<file path="config.mk">
export PLATFORM = sky130hd
export DESIGN_NAME = zkbdmus_loader
export DESIGN_NICKNAME = d
export VERILOG_FILES = /design/src/rtl/zkbdmus_loader.sv
export SDC_FILE = /design/constraint.sdc
export NUM_CORES = 1
export LEC_CHECK = 0
export CAP_MARGIN = 15
export CORE_MARGIN = 2
export CORE_UTILIZATION = 50
export CTS_CLUSTER_SIZE = 14
export DETAILED_ROUTE_END_ITERATION = 10
export PLACE_DENSITY = 0.78
export RECOVER_POWER = 25
export SLEW_MARGIN = 10
export SYNTH_ARGS = -nofsm -noshare
export SYNTH_HDL_FRONTEND = slang
export SYNTH_SLANG_ARGS = --single-unit
</file>
<file path="constraint.sdc">
create_clock -name fclk -period 4.35 [get_ports fclk]
set_clock_uncertainty 0.1 [all_clocks]
set_input_delay 0.435 -clock fclk [delete_from_list [all_inputs] [get_ports fclk]]
set_output_delay 0.435 -clock fclk [all_outputs]
set_load 0.02 [all_outputs]
</file>
<file path="src/rtl/zkbdmus_loader.sv">
// Assembles command-framed SPI bytes into the 40-bit key matrix and mouse/joystick
// bytes, issuing one-cycle registered load strobes toward the port-side mux.
module zkbdmus_loader #(
   parameter logic [7:0] CMD_KBD    = 8'h10,
   parameter logic [7:0] CMD_MUSX   = 8'h20,
   parameter logic [7:0] CMD_MUSY   = 8'h21,
   parameter logic [7:0] CMD_MUSBTN = 8'h22,
   parameter logic [7:0] CMD_KJ     = 8'h23
) (
   input  logic        fclk,
   input  logic        rst,
   input  logic        spi_start,
   input  logic [7:0]  spi_cmd,
   input  logic        spi_stb,
   input  logic [7:0]  spi_byte,
   input  logic        spi_end,
   output logic [39:0] kbd_out,
   output logic        kbd_stb,
   output logic [7:0]  mus_out,
   output logic        mus_xstb,
   output logic        mus_ystb,
   output logic        mus_btnstb,
   output logic        kj_stb
);

   typedef enum logic [1:0] {IDLE, KBD, MUS, SKIP} state_t;
   typedef enum logic [1:0] {T_X, T_Y, T_BTN, T_KJ} target_t;

   state_t      state_reg;
   target_t     target_reg;
   logic [2:0]  count_reg;
   logic [39:0] shadow_reg;
   logic [5:0]  byte_base;

   assign byte_base = {count_reg, 3'b000};

   always_ff @(posedge fclk) begin
      if (rst) begin
         state_reg  <= IDLE;
         target_reg <= T_X;
         count_reg  <= 3'd0;
         shadow_reg <= 40'd0;
         kbd_out    <= 40'd0;
         mus_out    <= 8'd0;
         kbd_stb    <= 1'b0;
         mus_xstb   <= 1'b0;
         mus_ystb   <= 1'b0;
         mus_btnstb <= 1'b0;
         kj_stb     <= 1'b0;
      end else begin
         kbd_stb    <= 1'b0;
         mus_xstb   <= 1'b0;
         mus_ystb   <= 1'b0;
         mus_btnstb <= 1'b0;
         kj_stb     <= 1'b0;

         // A new command aborts whatever is in flight; a byte arriving with it is dropped.
         if (spi_start) begin
            count_reg <= 3'd0;
            if (spi_cmd == CMD_KBD) begin
               state_reg <= KBD;
            end else if (spi_cmd == CMD_MUSX) begin
               state_reg  <= MUS;
               target_reg <= T_X;
            end else if (spi_cmd == CMD_MUSY) begin
               state_reg  <= MUS;
               target_reg <= T_Y;
            end else if (spi_cmd == CMD_MUSBTN) begin
               state_reg  <= MUS;
               target_reg <= T_BTN;
            end else if (spi_cmd == CMD_KJ) begin
               state_reg  <= MUS;
               target_reg <= T_KJ;
            end else begin
               state_reg <= SKIP;
            end
         end else begin
            if (spi_stb) begin
               case (state_reg)
                  KBD: begin
                     shadow_reg[byte_base +: 8] <= spi_byte;
                     count_reg <= count_reg + 3'd1;
                     if (count_reg == 3'd4) begin
                        kbd_out   <= {spi_byte, shadow_reg[31:0]};
                        kbd_stb   <= 1'b1;
                        state_reg <= SKIP;
                     end
                  end
                  MUS: begin
                     mus_out <= spi_byte;
                     case (target_reg)
                        T_X:     mus_xstb   <= 1'b1;
                        T_Y:     mus_ystb   <= 1'b1;
                        T_BTN:   mus_btnstb <= 1'b1;
                        default: kj_stb     <= 1'b1;
                     endcase
                     state_reg <= SKIP;
                  end
                  default: ;
               endcase
            end
            // End of transfer overrides the byte-driven transition but not its strobe.
            if (spi_end) begin
               state_reg <= IDLE;
            end
         end
      end
   end

endmodule

</file>
Yosys cells after proc, flatten, opt, wreduce, memory -nomap -nowiden
Index checks and enable logic that the tools add are counted.
{"block": "word_totals", "inputBits": 21, "memories": 0, "mem_bits_rw": 0, "rom_bits": 0, "latchBits": 0, "reg_bits": 100, "wordCells": 65, "out_inout_bits": 53}
{"block": "op_classes", "bitwise_logic": 5, "reduce_logical": 14, "n_mul": 0, "div": 0, "n_shift": 2, "n_addsub": 2, "eq_ne": 11, "mux": 20, "magnitude_cmp": 0}
{"cell": "bitwise mux 40 bit", "n": 1}
{"cell": "variable shift 8 x 8 -> 40 bit, first input constant", "n": 1}
{"cell": "indexed part select 8 x 8 -> 40 bit", "n": 1}
{"cell": "equality test 8 x 6 -> 1 bit, second input constant", "n": 4}
{"cell": "2-to-1 mux 2 bit", "n": 9}
{"cell": "AND reduction 3 bit", "n": 4}
{"cell": "2-to-1 mux 1 bit", "n": 9}
{"cell": "equality test 8 x 5 -> 1 bit, second input constant", "n": 1}
{"cell": "negator 6 -> 8 bit", "n": 1}
{"cell": "nonzero test 4 bit", "n": 2}
{"cell": "OR reduction 4 bit", "n": 2}
{"cell": "inverter 1 bit", "n": 5}
{"cell": "equality test 2 x 1 -> 1 bit, second input constant", "n": 2}
{"cell": "equality test 2 bit, second input constant", "n": 2}
{"cell": "inequality test 4 bit, second input constant", "n": 1}
{"cell": "one-hot mux 2 bit (2 select lines)", "n": 1}
{"cell": "AND reduction 4 bit", "n": 1}
{"cell": "adder 3 x 1 -> 3 bit, second input constant", "n": 1}
{"cell": "equality test 3 bit, second input constant", "n": 1}
{"cell": "nonzero test 3 bit", "n": 1}
{"cell": "OR reduction 3 bit", "n": 1}
{"cell": "logical NOT 2 bit", "n": 1}
{"cell": "AND reduction 2 bit", "n": 1}
{"cell": "OR reduction 2 bit", "n": 1}

Longest topological paths before layout
Gate-level depths: netlist of run 1.
{"block": "depth", "depth_word": 7, "mapped_depth": 8, "ltp_nobuf": 7}

Least setup slack after synthesis of run 1
Ideal clock, no wire load.
{"block": "synth_path", "path_kind": "reg-to-reg", "from": "register count_reg[0]", "to": "register shadow_reg[0]", "path_stages_with_launch": 8, "arrival_ns": 1.822, "setup_slack_ns": 2.301, "synth_period_minus_slack_ns": 2.049, "setup_time_ns": 0.128, "path_buffers": 0, "required_time_ns": 4.122, "path_cell_list": "dfxtp_1 > inv_1 > ha_1 > ha_1 > nor3b_1 > nand3_2 > mux2i_1 > nor2_1"}
{"block": "synth_between", "elab_chain_len": 3, "word_cells_on_any_way": 4, "cone_classes": "add/sub: 1; shift: 2; mux: 1"}
{"item": "start: declaration", "line": "31", "source": "logic [2:0] count_reg;"}
{"item": "start signal: assignment", "line": "82", "source": "count_reg <= count_reg + 3'd1;"}
{"item": "negator 6 -> 8 bit (*)", "line": "81", "source": "shadow_reg[byte_base +: 8] <= spi_byte;"}
{"item": "indexed part select 8 x 8 -> 40 bit / variable shift 8 x 8 -> 40 bit (equally long branches)", "line": "81"}
{"item": "bitwise mux 40 bit (*)", "line": "81"}
{"item": "end signal: indexed assignment", "line": "81"}
{"item": "end: declaration", "line": "32", "source": "logic [39:0] shadow_reg;"}
Mark *: on every way between the ends. The rest lies on a longest branch, timed or not.
A chain may end at the register's enable or synchronous reset.

Worst setup path after layout of run 1
{"block": "layout_path", "from": "input rst", "to": "register kj_stb"}
{"block": "layout_between", "elab_chain_len": 1}
{"item": "start: declaration", "line": "11", "source": "input logic rst,"}
{"item": "OR reduction 4 bit (no source line)"}
{"item": "end signal: assignment", "line": "49", "source": "kj_stb <= 1'b0;"}
{"item": "end signal: assignment", "line": "55", "source": "kj_stb <= 1'b0;"}
{"item": "end signal: assignment", "line": "95", "source": "default: kj_stb <= 1'b1;"}
{"item": "end: declaration", "line": "23", "source": "output logic kj_stb"}
Every way passes these cells.

==> results.md, run 1 <==
| Stage | Item | Value |
| --- | --- | --- |
| global route | GRT Residual Overflow | 0 |
| layout | Final-layout fill cell count | 612 |
| logic synthesis | Syn avg cell area | 9.136 um^2 |
| layout | Seq. cell area | 1842 um^2 |
| route | Routed metal-1 wirelength | 3701 um |
| power | Power per unit of standard cell area | 340.2 nW/um^2 |
| timing | Max Fclk | 384.0 MHz |
| job | Number of max-cap violations | 1 |
| logic synthesis | Commonest register cell after synthesis | dfxtp_1 |
| logic synthesis | Cell area after synthesis | 3636 um^2 |
| power | Leakage Power | 1.792 nW |
| die | Number of rows created at floorplan | 31 |
| worst hold path | Path category of the worst min-delay check | reg2reg |
| layout | Area grow syn2layout | 25.60% |
| die | Die footprint | 7970 um^2 |
| logic synthesis | Syn Inst Count | 398 |
| logic synthesis | Fraction of synthesized cell area taken by the top area cell type | 50.65% |
| cts | CTS buffer count | 9 |
| logic synthesis | Leading cell type by number of instances after synthesis | nand2_1 |
| cts | Setup Buffers After CTS | 0 |
| worst setup path | Worst setup endpoint | kj_stb |
| worst setup path | CP startpoint kind | primary input |
| timing | Portion of the clock cycle consumed by the worst path in the final layout | 59.87% |
| logic synthesis | Synth area leaders | dfxtp_1, nand2_1, a21oi_1 |
| cts | Post-cts sizing count | 0 |
| route | Detail-routed via count per cell | 5.097 |
| route | First-pass DRT Iterations | 4 |
| logic synthesis | Synthesized Nets | 429 |
| layout | Fraction of layout cells with a size suffix above 1 | 8.155% |
| timing | Setup violation total in the final timing report | 0 |
| timing | Measured slew at the worst slew-check pin | 1.988 ns |
| timing | RSZ-0062 raised after global routing | false |
| logic synthesis | Yosys warnings | 0 |
| cts | Clock tree from TritonCTS | yes |
| cts | Worst skew pair latency | 0.36 ns |
| cts | CTS root buffer | clkbuf_8 |
| die | I/O pins | 74 |
| worst setup path | Worst r2r src | count_reg[0] |
| global route | Maximum number of pins on one net before global-route repair | 45 |
| route | Met3 routed wirelength | 295 um |
| worst setup path | Critical-path maximum fanout | 44 |
| route | Wire length on met2 | 3616 um |
| die | Die width | 89.28 um |
| worst setup path | Register-to-Register Path Depth | 7 |
| route | Number of nets with antenna violations after routing | 0 |
| power | Max VDD drop | 154.5 uV |
| timing | Shortest period the worst path allows | 2.604 ns |
| die | Die Ht | 89.28 um |
| layout | Number of flip-flops under the largest register name | 40 |
| placed design | # port buffers | 73 |
| logic synthesis | Part of the Yosys area used for sequential elements | 50.65% |
| logic synthesis | Number of distinct library cells after synthesis | 40 |
| logic synthesis | Most numerous cell types in the synthesized netlist | nand2_1, dfxtp_1, a21oi_1 |
| cts | Clk buf depth | 2 |
| route | Vias post-DR | 2880 |
| timing | Post-route setup TNS | 0 ns |
| global route | Antenna violations before repair | 0 |
| route | Violation count after the first detailed-routing iteration | 142 |
| layout | Nets@finish | 492 |
| global route | Global-route wire length before repair | 12720 um |
| status | Run status | finished with violations |
| global route | Total routing resource utilization after global routing | 20.81% |
| route | Top metal layer carrying routed signals | met4 |
| worst setup path | Nature of the critical path endpoint | flip-flop |
| logic synthesis | Largest area contributor in the synthesized netlist | dfxtp_1 |
| cts | Number of hold-repair buffers added at the cts stage | 0 |
| placed design | Instance count after placement with tap cells included | 549 |
| power | Overall power | 1.554 mW |
| worst setup path | Capturing point of the worst reg2reg path | shadow_reg[4] |
| worst setup path | Start point of the critical path | rst |
| die | Floorplan Core Area | 7137 um^2 |
| placed design | Final weighted congestion of routability-driven global placement | 0.8021 |
| timing | Worst slack on hold paths | 0.3529 ns |
| logic synthesis | Number of synthesized register bits | 92 |
| worst setup path | WP data arrival | 2.76 ns |
| cts | H-Tree Depth | 3 |
| global route | Vias in the first global route | 2632 |
| timing | Worst slew slack as a fraction of its limit | -32.55% |
| route | Drt wl/cell | 13.75 um |
| logic synthesis | Ys async rst share | 0% |
| route | Final routed wirelength across all metal layers | 7767 um |
| route | Detailed-route DRC error count | 0 |
| layout | Number of standard cells in the final layout excluding fillers | 565 |
| timing | Final Hold Vio Count | 0 |
| timing | Slew Viols, Final | 45 |
| logic synthesis | EDFF count, synth | 0 |
| worst setup path | Crit path required time | 4.50 ns |
| worst setup path | Startpoint-to-endpoint class of the critical path | in2reg |
| layout | Area of the multi-input gates | 1610 um^2 |
| status | Violations in the final reports | max-capacitance violations, max-slew violations |
| layout | Total inserted antenna cells | 0 |
| cts | Clock slew at reported path FFs | 0.08 ns |
| placed design | HPWL after DPL | 5187 um |
| worst setup path | Setup slack on the worst flop-to-flop path | 1.94 ns |
| die | Initial standard-cell utilization of the core | 50.95% |
| cts | Count of clock tree sinks | 92 |
-- worst max-delay path, stage by stage --
cell and delay [ns]:
clkbuf_1 1.40, buf_4 0.59, nor2_1 0.10, nand4_1 0.14, nor2_1 0.06
-- cell families after synthesis --
kind of cell	synth area share, %
compound gates	12.35
mux	5.230
xor+xnor	0.4818
flops	50.65
fa+ha+maj	3.441
simple gates	22.78
buf+inv	5.059
-- per-stage QoR --
step	setup slack [ns]	utilization (%)	cell area (um^2)
after floorplan	2.301	-	3636
after global placement	2.092	60.96	4350
after detailed placement	2.001	60.96	4350
after CTS	1.942	64.01	4568
after global routing	1.567	63.99	4567
final	1.746	63.99	4567
-- power breakdown --
group / leakage (nW) / internal, mW / switching, mW
clock: 0.108 / 0.343 / 0.285
combinational: 0.942 / 0.0325 / 0.0435
sequential: 0.742 / 0.846 / 0.00349
-- layer usage --
metal / vias up / global-route usage (%)
met5: - / 0
met4: 0 / 8.005
met3: 12 / 4.063
met2: 69 / 33.80
met1: 1353 / 27.46
li1: 1446 / -
-- layout by cell type (no fill, tap or decap), types with 2 or more instances in the layout --
cell | netlist | routed
a22o_1 | 8 | 8
dlygate4sd3_1 | 0 | 21
bufinv_16 | 0 | 2
clkdlybuf4s50_1 | 0 | 51
nand3_1 | 11 | 11
buf_4 | 1 | 3
nor2_1 | 14 | 14
clkbuf_8 | 0 | 10
o21bai_1 | 2 | 2
o21ai_0 | 8 | 8
clkbuf_1 | 5 | 4
nor3_1 | 5 | 5
nor2b_1 | 2 | 2
and3_1 | 2 | 2
dfxtp_1 | 92 | 92
xnor2_1 | 2 | 2
inv_1 | 7 | 7
nand2b_1 | 17 | 17
nor3b_1 | 2 | 2
a21oi_1 | 38 | 38
mux2i_1 | 19 | 19
ha_1 | 10 | 10
nand2_1 | 106 | 106
a21oi_2 | 13 | 13
-- worst min path at each step --
stage / start / endpoint / slack [ns] / cells after the start
4_1_cts: shadow_reg[21] / kbd_out[21] / 0.36 / 2
3_3_place_gp: shadow_reg[0] / kbd_out[0] / 0.34 / 2
3_5_place_dp: shadow_reg[21] / kbd_out[21] / 0.34 / 2
2_1_floorplan: target_reg[1] / mus_ystb / 0.33 / 1
5_1_grt: shadow_reg[8] / kbd_out[8] / 0.37 / 2
6_report: kbd_out[23] / kbd_out[23] / 0.35 / 2
-- final cells by class --
| type | count | share of cell area, % |
|---|---|---|
| Clock buffer | 13 | 3.260 |
| Sequential cell | 92 | 40.33 |
| Tap cell | 99 | 2.712 |
| Inverter | 7 | 0.5753 |
| Multi-Input combinational cell | 275 | 35.26 |
| Timing Repair Buffer | 76 | 16.36 |
| Clock inverter | 3 | 1.507 |
Note: power is estimated with default switching activity, not from simulation.
==> inputs of run 2 (changes only) <==
==> constraint.sdc (replaced) <==
create_clock -name fclk -period 2.52 [get_ports fclk]
set_clock_uncertainty 0.1 [all_clocks]
set_input_delay 0.252 -clock fclk [delete_from_list [all_inputs] [get_ports fclk]]
set_output_delay 0.252 -clock fclk [all_outputs]
set_load 0.02 [all_outputs]
==> run 2 against run 1 <==
Net effect:
- largest power group unchanged
- global-route usage rose by 0.66 points
- setup slack worse by 1.5 ns
- combinational power rose by 78%
- count of clock-buffer cells in the layout is 2 lower
- non-clock buffer count increased by 4
- register-to-register slack worse by 1.7 ns
- power up 66%
- sequential cell count unchanged
- the run now ends clean
- highest routed layer unchanged
==> results.md, run 2 (synthesized netlist as in run 1, its figures left out) <==
| Stage | Item | Value | vs previous |
| --- | --- | --- | --- |
| status | Run status | completed | was finished with violations |
| die | Die footprint | 7970 um^2 | unchanged |
| die | Floorplan Core Area | 7137 um^2 | unchanged |
| worst setup path | Startpoint-to-endpoint class of the critical path | reg2reg | was in2reg |
| cts | H-Tree Depth | 3 | unchanged |
| layout | Nets@finish | 496 | was 492 |
| cts | Clock slew at reported path FFs | 0.08 ns | about the same |
| worst hold path | Path category of the worst min-delay check | reg2reg | unchanged |
| cts | CTS root buffer | clkbuf_8 | unchanged |
| die | Number of rows created at floorplan | 31 | unchanged |
| power | Combinational fraction of design power | 5.2% | was 4.9% |
| power | Power per unit of standard cell area | 559.3 nW/um^2 | was 340.2 nW/um^2 |
| timing | Slew Viols, Final | 0 | was 45 |
| timing | Portion of the clock cycle consumed by the worst path in the final layout | 91.25% |  |
| global route | Maximum number of pins on one net before global-route repair | 63 | was 45 |
| layout | Total inserted antenna cells | 0 | unchanged |
| cts | Clock tree from TritonCTS | yes | unchanged |
| power | Internal | 1.983 mW | was 1.221 mW |
| global route | Global-route wire length before repair | 13030 um | was 12720 um |
| timing | Post-route setup TNS | 0 ns | unchanged |
| worst setup path | Nature of the critical path endpoint | flip-flop | unchanged |
| global route | Vias in the first global route | 2727 | was 2632 |
| global route | GRT Residual Overflow | 0 | unchanged |
| cts | Number of hold-repair buffers added at the cts stage | 0 | unchanged |
| layout | Most common library cell in the layout ignoring fill and taps | nand2_1 | unchanged |
| route | Detail-routed via count per cell | 5.190 | was 5.097 |
| timing | Measured slew at the worst slew-check pin | 0.5947 ns | was 1.988 ns |
| cts | Count of clock tree sinks | 92 | unchanged |
| timing | Setup violation total in the final timing report | 0 | unchanged |
| die | Initial standard-cell utilization of the core | 50.95% | unchanged |
| cts | Worst skew pair latency | 0.36 ns | about the same |
| worst setup path | Crit path required time | 2.65 ns | was 4.50 ns |
| cts | Clk buf depth | 2 | unchanged |
| route | Drt wl/cell | 14.25 um | was 13.75 um |
| layout | Number of flip-flops under the largest register name | 40 | unchanged |
| cts | CTS buffer count | 9 | unchanged |
| layout | Fraction of layout cells with a size suffix above 1 | 9.574% | was 8.155% |
| worst setup path | WP data arrival | 2.43 ns | was 2.76 ns |
| timing | Setup slack after layout | 0.2205 ns | was 1.746 ns |
| route | First-pass DRT Iterations | 6 | was 4 |
| timing | Shortest period the worst path allows | 2.299 ns |  |
| timing | Final Hold Vio Count | 0 | unchanged |
| route | Detailed-route DRC error count | 0 | unchanged |
| worst setup path | CP startpoint kind | flip-flop | was primary input |
| power | Portion of total power attributed to sequential cells | 56.9% | was 54.7% |
| power | Overall power | 2.579 mW | was 1.554 mW |
| layout | Commonest cells after routing, fill and taps aside | nand2_1, dfxtp_1, clkdlybuf4s50_1 | unchanged |
| timing | Max Fclk | 434.9 MHz |  |
| placed design | # port buffers | 73 | unchanged |
| layout | Final-layout fill cell count | 621 | was 612 |
| layout | Area of all placed cells without fillers | 4611 um^2 | was 4567 um^2 |
| power | Max VDD drop | 323.0 uV | was 154.5 uV |
| die | Die width | 89.28 um | unchanged |
| route | Vias post-DR | 2953 | was 2880 |
| global route | Total routing resource utilization after global routing | 21.47% | was 20.81% |
| route | Final routed wirelength across all metal layers | 8110 um | was 7767 um |
| job | Number of max-cap violations | 0 | was 1 |
| placed design | Placed standard-cell area | 4398 um^2 | was 4350 um^2 |
| placed design | HPWL after DPL | 5600 um | was 5187 um |
| power | Leakage Power | 1.795 nW | was 1.792 nW |
| route | Violation count after the first detailed-routing iteration | 124 | was 142 |
| worst setup path | Critical-path maximum fanout | 8 | was 44 |
| placed design | Worst setup timing slack at the placement stage | 0.1748 ns | was 2.001 ns |
| timing | RSZ-0062 raised after global routing | false | unchanged |
| global route | Antenna violations before repair | 0 | unchanged |
| route | Number of nets with antenna violations after routing | 0 | unchanged |
| timing | Worst slack on hold paths | 0.3522 ns | was 0.3529 ns |
| power | Switching Power | 0.5957 mW | was 0.3324 mW |
| power | Clk pwr share | 37.9% | was 40.4% |
| placed design | Final weighted congestion of routability-driven global placement | 0.8498 | was 0.8021 |
| die | I/O pins | 74 | unchanged |
| die | Die Ht | 89.28 um | unchanged |
| timing | Worst slew slack as a fraction of its limit | 60.35% | was -32.55% |
| power | Switching part of the total | 23.10% | was 21.39% |
| layout | Area grow syn2layout | 26.81% | was 25.60% |
## run 2: cell types whose count changed in the layout (fill, tap and decap cells not counted)
| cell | before | now |
|---|---|---|
| clkinv_2 | 0 | 1 |
| clkinvlp_4 | 0 | 1 |
| clkbuf_8 | 10 | 9 |
| clkbuf_1 | 4 | 3 |
| clkinv_4 | 0 | 1 |
| and3_2 | 0 | 1 |
| o2111a_2 | 0 | 1 |
| clkdlybuf4s50_1 | 51 | 52 |
| buf_12 | 0 | 3 |
| bufinv_16 | 2 | 1 |
| dlygate4sd3_1 | 21 | 20 |
| buf_4 | 3 | 4 |
| o2111a_1 | 1 | 0 |
| and3_1 | 2 | 1 |
## run 2: per-layer routing
metal	share of wire (%)	routed length (um)	vias up	GRT usage (%)
met5	0	0	-	0
met4	2.5	206	0	8.684
met3	4.6	370	17	5.263
met2	48	3887	81	35.49
met1	45	3645	1393	26.98
li1	-	-	1462	-
## run 2: final timing paths
path | start | endpoint | slack [ns] | cells after the start
worst max-delay path | count_reg[0] | shadow_reg[5] | 0.22 | 7
worst max register to register | count_reg[0] | shadow_reg[5] | 0.22 | 7
worst min register to register | kbd_out[24] | kbd_out[24] | 0.35 | 2
worst min-delay path | kbd_out[24] | kbd_out[24] | 0.35 | 2
## run 2: timing repair
action	CTS	global route
setup endpoints to repair	0	3
hold endpoints to repair	0	0
resized for setup	0	2
buffers inserted	0	1
## run 2: critical path, cell delays in order (launching register included)
cell and delay (ns):
dfxtp_1 0.47, inv_1 0.16, ha_1 0.27, ha_1 0.35, nor3b_1 0.25, nand3_2 0.28
mux2i_1 0.23, nor2_1 0.06
## run 2: through the flow
step | cells | util, %
after floorplan | 398 | -
after global placement | 552 | 61.62
after detailed placement | 552 | 61.62
after CTS | 568 | 64.31
after global routing | 569 | 64.60
final | 569 | 64.60
## run 2: power groups by stage
stage          registers (mW)  clock network [mW]  logic [mW]
6_report                 1.47               0.976       0.135
5_1_grt                  1.47                1.05       0.146
4_1_cts                  1.47               0.986       0.136
3_5_place_dp             1.50                   0       0.136
3_3_place_gp             1.50                   0       0.134
2_1_floorplan            1.50                   0      0.0661
## run 2: cell type report
type,count,area (um^2),area share (%)
Timing Repair Buffer,80,814.5,17.67
Clock inverter,5,60.06,1.303
Tap cell,99,123.9,2.687
Sequential cell,92,1842,39.95
Multi-Input combinational cell,275,1613,34.98
Clock buffer,11,131.4,2.849
Inverter,7,26.28,0.5699
==> inputs of run 3 (changes only) <==
--- a/config.mk
+++ b/config.mk
@@ -6,7 +6,6 @@
 export NUM_CORES = 1
 export LEC_CHECK = 0
 export CAP_MARGIN = 15
-export CORE_MARGIN = 2
 export CORE_UTILIZATION = 50
 export CTS_CLUSTER_SIZE = 14
 export DETAILED_ROUTE_END_ITERATION = 10
==> run 3 against run 2 <==
Net effect:
- final cell count shrank 0.53%
- routed wire length about the same
- die area is 4.4% lower
- combinational power about the same
- first-iteration DRC count rose by 5.6%
- cell area decreased by 0.71%
- critical path depth stayed put
- hold slack worse by 0.11 ns
- non-clock buffer count unchanged
- fmax fell by 2.7%
==> results.md, run 3 (synthesized netlist as in run 1, its figures left out) <==
| Stage | Item | Value | vs previous |
| --- | --- | --- | --- |
| status | Run status | completed | unchanged |
| route | Drt wl/cell | 14.34 um | was 14.25 um |
| route | Detail-routed via count per cell | 5.122 | was 5.190 |
| route | Wire length on met2 | 4012 um | was 3887 um |
| worst hold path | Path category of the worst min-delay check | in2reg | was reg2reg |
| route | First-pass DRT Iterations | 4 | was 6 |
| route | Number of nets with antenna violations after routing | 0 | unchanged |
| layout | Most common library cell in the layout ignoring fill and taps | nand2_1 | unchanged |
| worst setup path | Nature of the critical path endpoint | flip-flop | unchanged |
| cts | CTS buffer count | 9 | unchanged |
| route | Violation count after the first detailed-routing iteration | 131 | was 124 |
| route | Top metal layer carrying routed signals | met4 | unchanged |
| power | Max VDD drop | 352.7 uV | was 323.0 uV |
| die | Die width | 87.28 um | was 89.28 um |
| placed design | HPWL after DPL | 5564 um | was 5600 um |
| global route | Vias in the first global route | 2692 | was 2727 |
| layout | Number of flip-flops under the largest register name | 40 | unchanged |
| timing | Portion of the clock cycle consumed by the worst path in the final layout | 93.79% | was 91.25% |
| timing | Post-route setup TNS | 0 ns | unchanged |
| route | Vias post-DR | 2899 | was 2953 |
| timing | Slew Viols, Final | 0 | unchanged |
| worst setup path | Crit path required time | 2.66 ns | was 2.65 ns |
| layout | Commonest cells after routing, fill and taps aside | nand2_1, dfxtp_1, clkdlybuf4s50_1 | unchanged |
| cts | Clk buf depth | 2 | unchanged |
| timing | Setup violation total in the final timing report | 0 | unchanged |
| die | Die Ht | 87.28 um | was 89.28 um |
| placed design | # port buffers | 73 | unchanged |
| layout | Fraction of layout cells with a size suffix above 1 | 9.787% | was 9.574% |
| die | Floorplan Core Area | 6907 um^2 | was 7137 um^2 |
| cts | H-Tree Depth | 3 | unchanged |
| die | Number of rows created at floorplan | 30 | was 31 |
| placed design | Instance count after placement with tap cells included | 549 | was 552 |
| job | Number of max-cap violations | 0 | unchanged |
| timing | RSZ-0062 raised after global routing | false | unchanged |
| route | Routed metal-1 wirelength | 3730 um | was 3645 um |
| timing | Shortest period the worst path allows | 2.364 ns | was 2.299 ns |
| route | Final routed wirelength across all metal layers | 8118 um | was 8110 um |
| cts | CTS root buffer | clkbuf_8 | unchanged |
| power | Leakage Power | 1.785 nW | was 1.795 nW |
| worst setup path | Critical-path maximum fanout | 8 | unchanged |
| die | I/O pins | 74 | unchanged |
| worst setup path | CP startpoint kind | flip-flop | unchanged |
| worst setup path | WP data arrival | 2.50 ns | was 2.43 ns |
| route | Detailed-route DRC error count | 0 | unchanged |
| placed design | Final weighted congestion of routability-driven global placement | 0.8355 | was 0.8498 |
| global route | Maximum number of pins on one net before global-route repair | 34 | was 63 |
| route | Met3 routed wirelength | 270 um | was 370 um |
| global route | Antenna violations before repair | 0 | unchanged |
| cts | Worst skew pair latency | 0.35 ns | was 0.36 ns |
| timing | Worst slew slack as a fraction of its limit | 67.97% | was 60.35% |
| layout | Total inserted antenna cells | 0 | unchanged |
| cts | Clock tree from TritonCTS | yes | unchanged |
| die | Die footprint | 7617 um^2 | was 7970 um^2 |
| layout | Number of standard cells in the final layout excluding fillers | 566 | was 569 |
| worst setup path | Startpoint-to-endpoint class of the critical path | reg2reg | unchanged |
| layout | Final-layout fill cell count | 583 | was 621 |
| timing | Measured slew at the worst slew-check pin | 0.4804 ns | was 0.5947 ns |
| power | Power per unit of standard cell area | 552.4 nW/um^2 | was 559.3 nW/um^2 |
| cts | Clock slew at reported path FFs | 0.09 ns | was 0.08 ns |
| global route | GRT Residual Overflow | 0 | unchanged |
| cts | Count of clock tree sinks | 92 | unchanged |
| layout | Area grow syn2layout | 25.91% | was 26.81% |
| timing | Max Fclk | 423.1 MHz | was 434.9 MHz |
| layout | Nets@finish | 496 | unchanged |
| global route | Global-route wire length before repair | 13160 um | was 13030 um |
| die | Initial standard-cell utilization of the core | 52.64% | was 50.95% |
| global route | Total routing resource utilization after global routing | 22.65% | was 21.47% |
| timing | Final Hold Vio Count | 0 | unchanged |
==> run 3: changes by cell type in the layout (fill, tap and decap cells not counted), moves of 2 or more <==
cell / before / now
clkbuf_1: 3 / 1
clkbuf_8: 9 / 11
buf_12: 3 / 1
buf_4: 4 / 6
==> run 3: where the power goes <==
part	leakage (nW)	switching, mW	internal (mW)
Sequential	0.742	0.00578	1.46
Combinational	0.954	0.0780	0.0570
Clock	0.0892	0.509	0.418
==> run 3: path summary, 6_finish.rpt <==
kind | start | slack, ns | end | cells past startpoint
min reg2reg | kbd_out[20] | 0.35 | kbd_out[20] | 2
max reg2reg | count_reg[0] | 0.16 | shadow_reg[0] | 7
min | rst | 0.25 | target_reg[0] | 2
max | count_reg[0] | 0.16 | shadow_reg[0] | 7
==> run 3: final cells by class <==
type	instances	area, um^2	share of cell area, %
timing repair buffer	80	790.8	17.27
multi-input combinational	275	1612	35.20
sequential	92	1842	40.23
inverter	7	26.28	0.5739
clock inverter	4	32.53	0.7106
clock buffer	12	155.1	3.389
tap	96	120.1	2.624
==> run 3: what timing repair did <==
| action | in CTS | in global routing |
|---|---|---|
| hold endpoints to repair | 0 | 0 |
| resized for setup | 0 | 1 |
| buffers inserted | 0 | 1 |
| setup endpoints to repair | 0 | 1 |
| hold buffers | 0 | 0 |
==> run 3: critical path: stages (launching register included) <==
cell	delay, ns
dfxtp_1	0.46
inv_1	0.17
ha_1	0.28
ha_1	0.35
nor3b_1	0.29
nand3_2	0.30
mux2i_1	0.25
nor2_1	0.05
==> run 3: layer usage <==
| layer | GRT usage, % | vias up |
|---|---|---|
| li1 | - | 1454 |
| met1 | 29.67 | 1376 |
| met2 | 37.64 | 59 |
| met3 | 4.171 | 10 |
| met4 | 7.601 | 0 |
| met5 | 0 | - |
==> run 3: through the flow <==
step | setup WS [ns] | hold WS, ns | util [%] | total power [mW] | cell area [um^2]
final | 0.1564 | 0.2467 | 66.29 | 2.529 | 4578
after CTS | 0.1812 | 0.2464 | 65.98 | 2.538 | 4557
after global placement | 0.3577 | 0.3421 | 63.26 | 1.635 | 4369
after detailed placement | 0.1923 | 0.3469 | 63.26 | 1.637 | 4369
after global routing | 0.02305 | 0.2810 | 66.29 | 2.616 | 4578
after floorplan | 0.4707 | 0.2777 | - | 1.570 | 3636
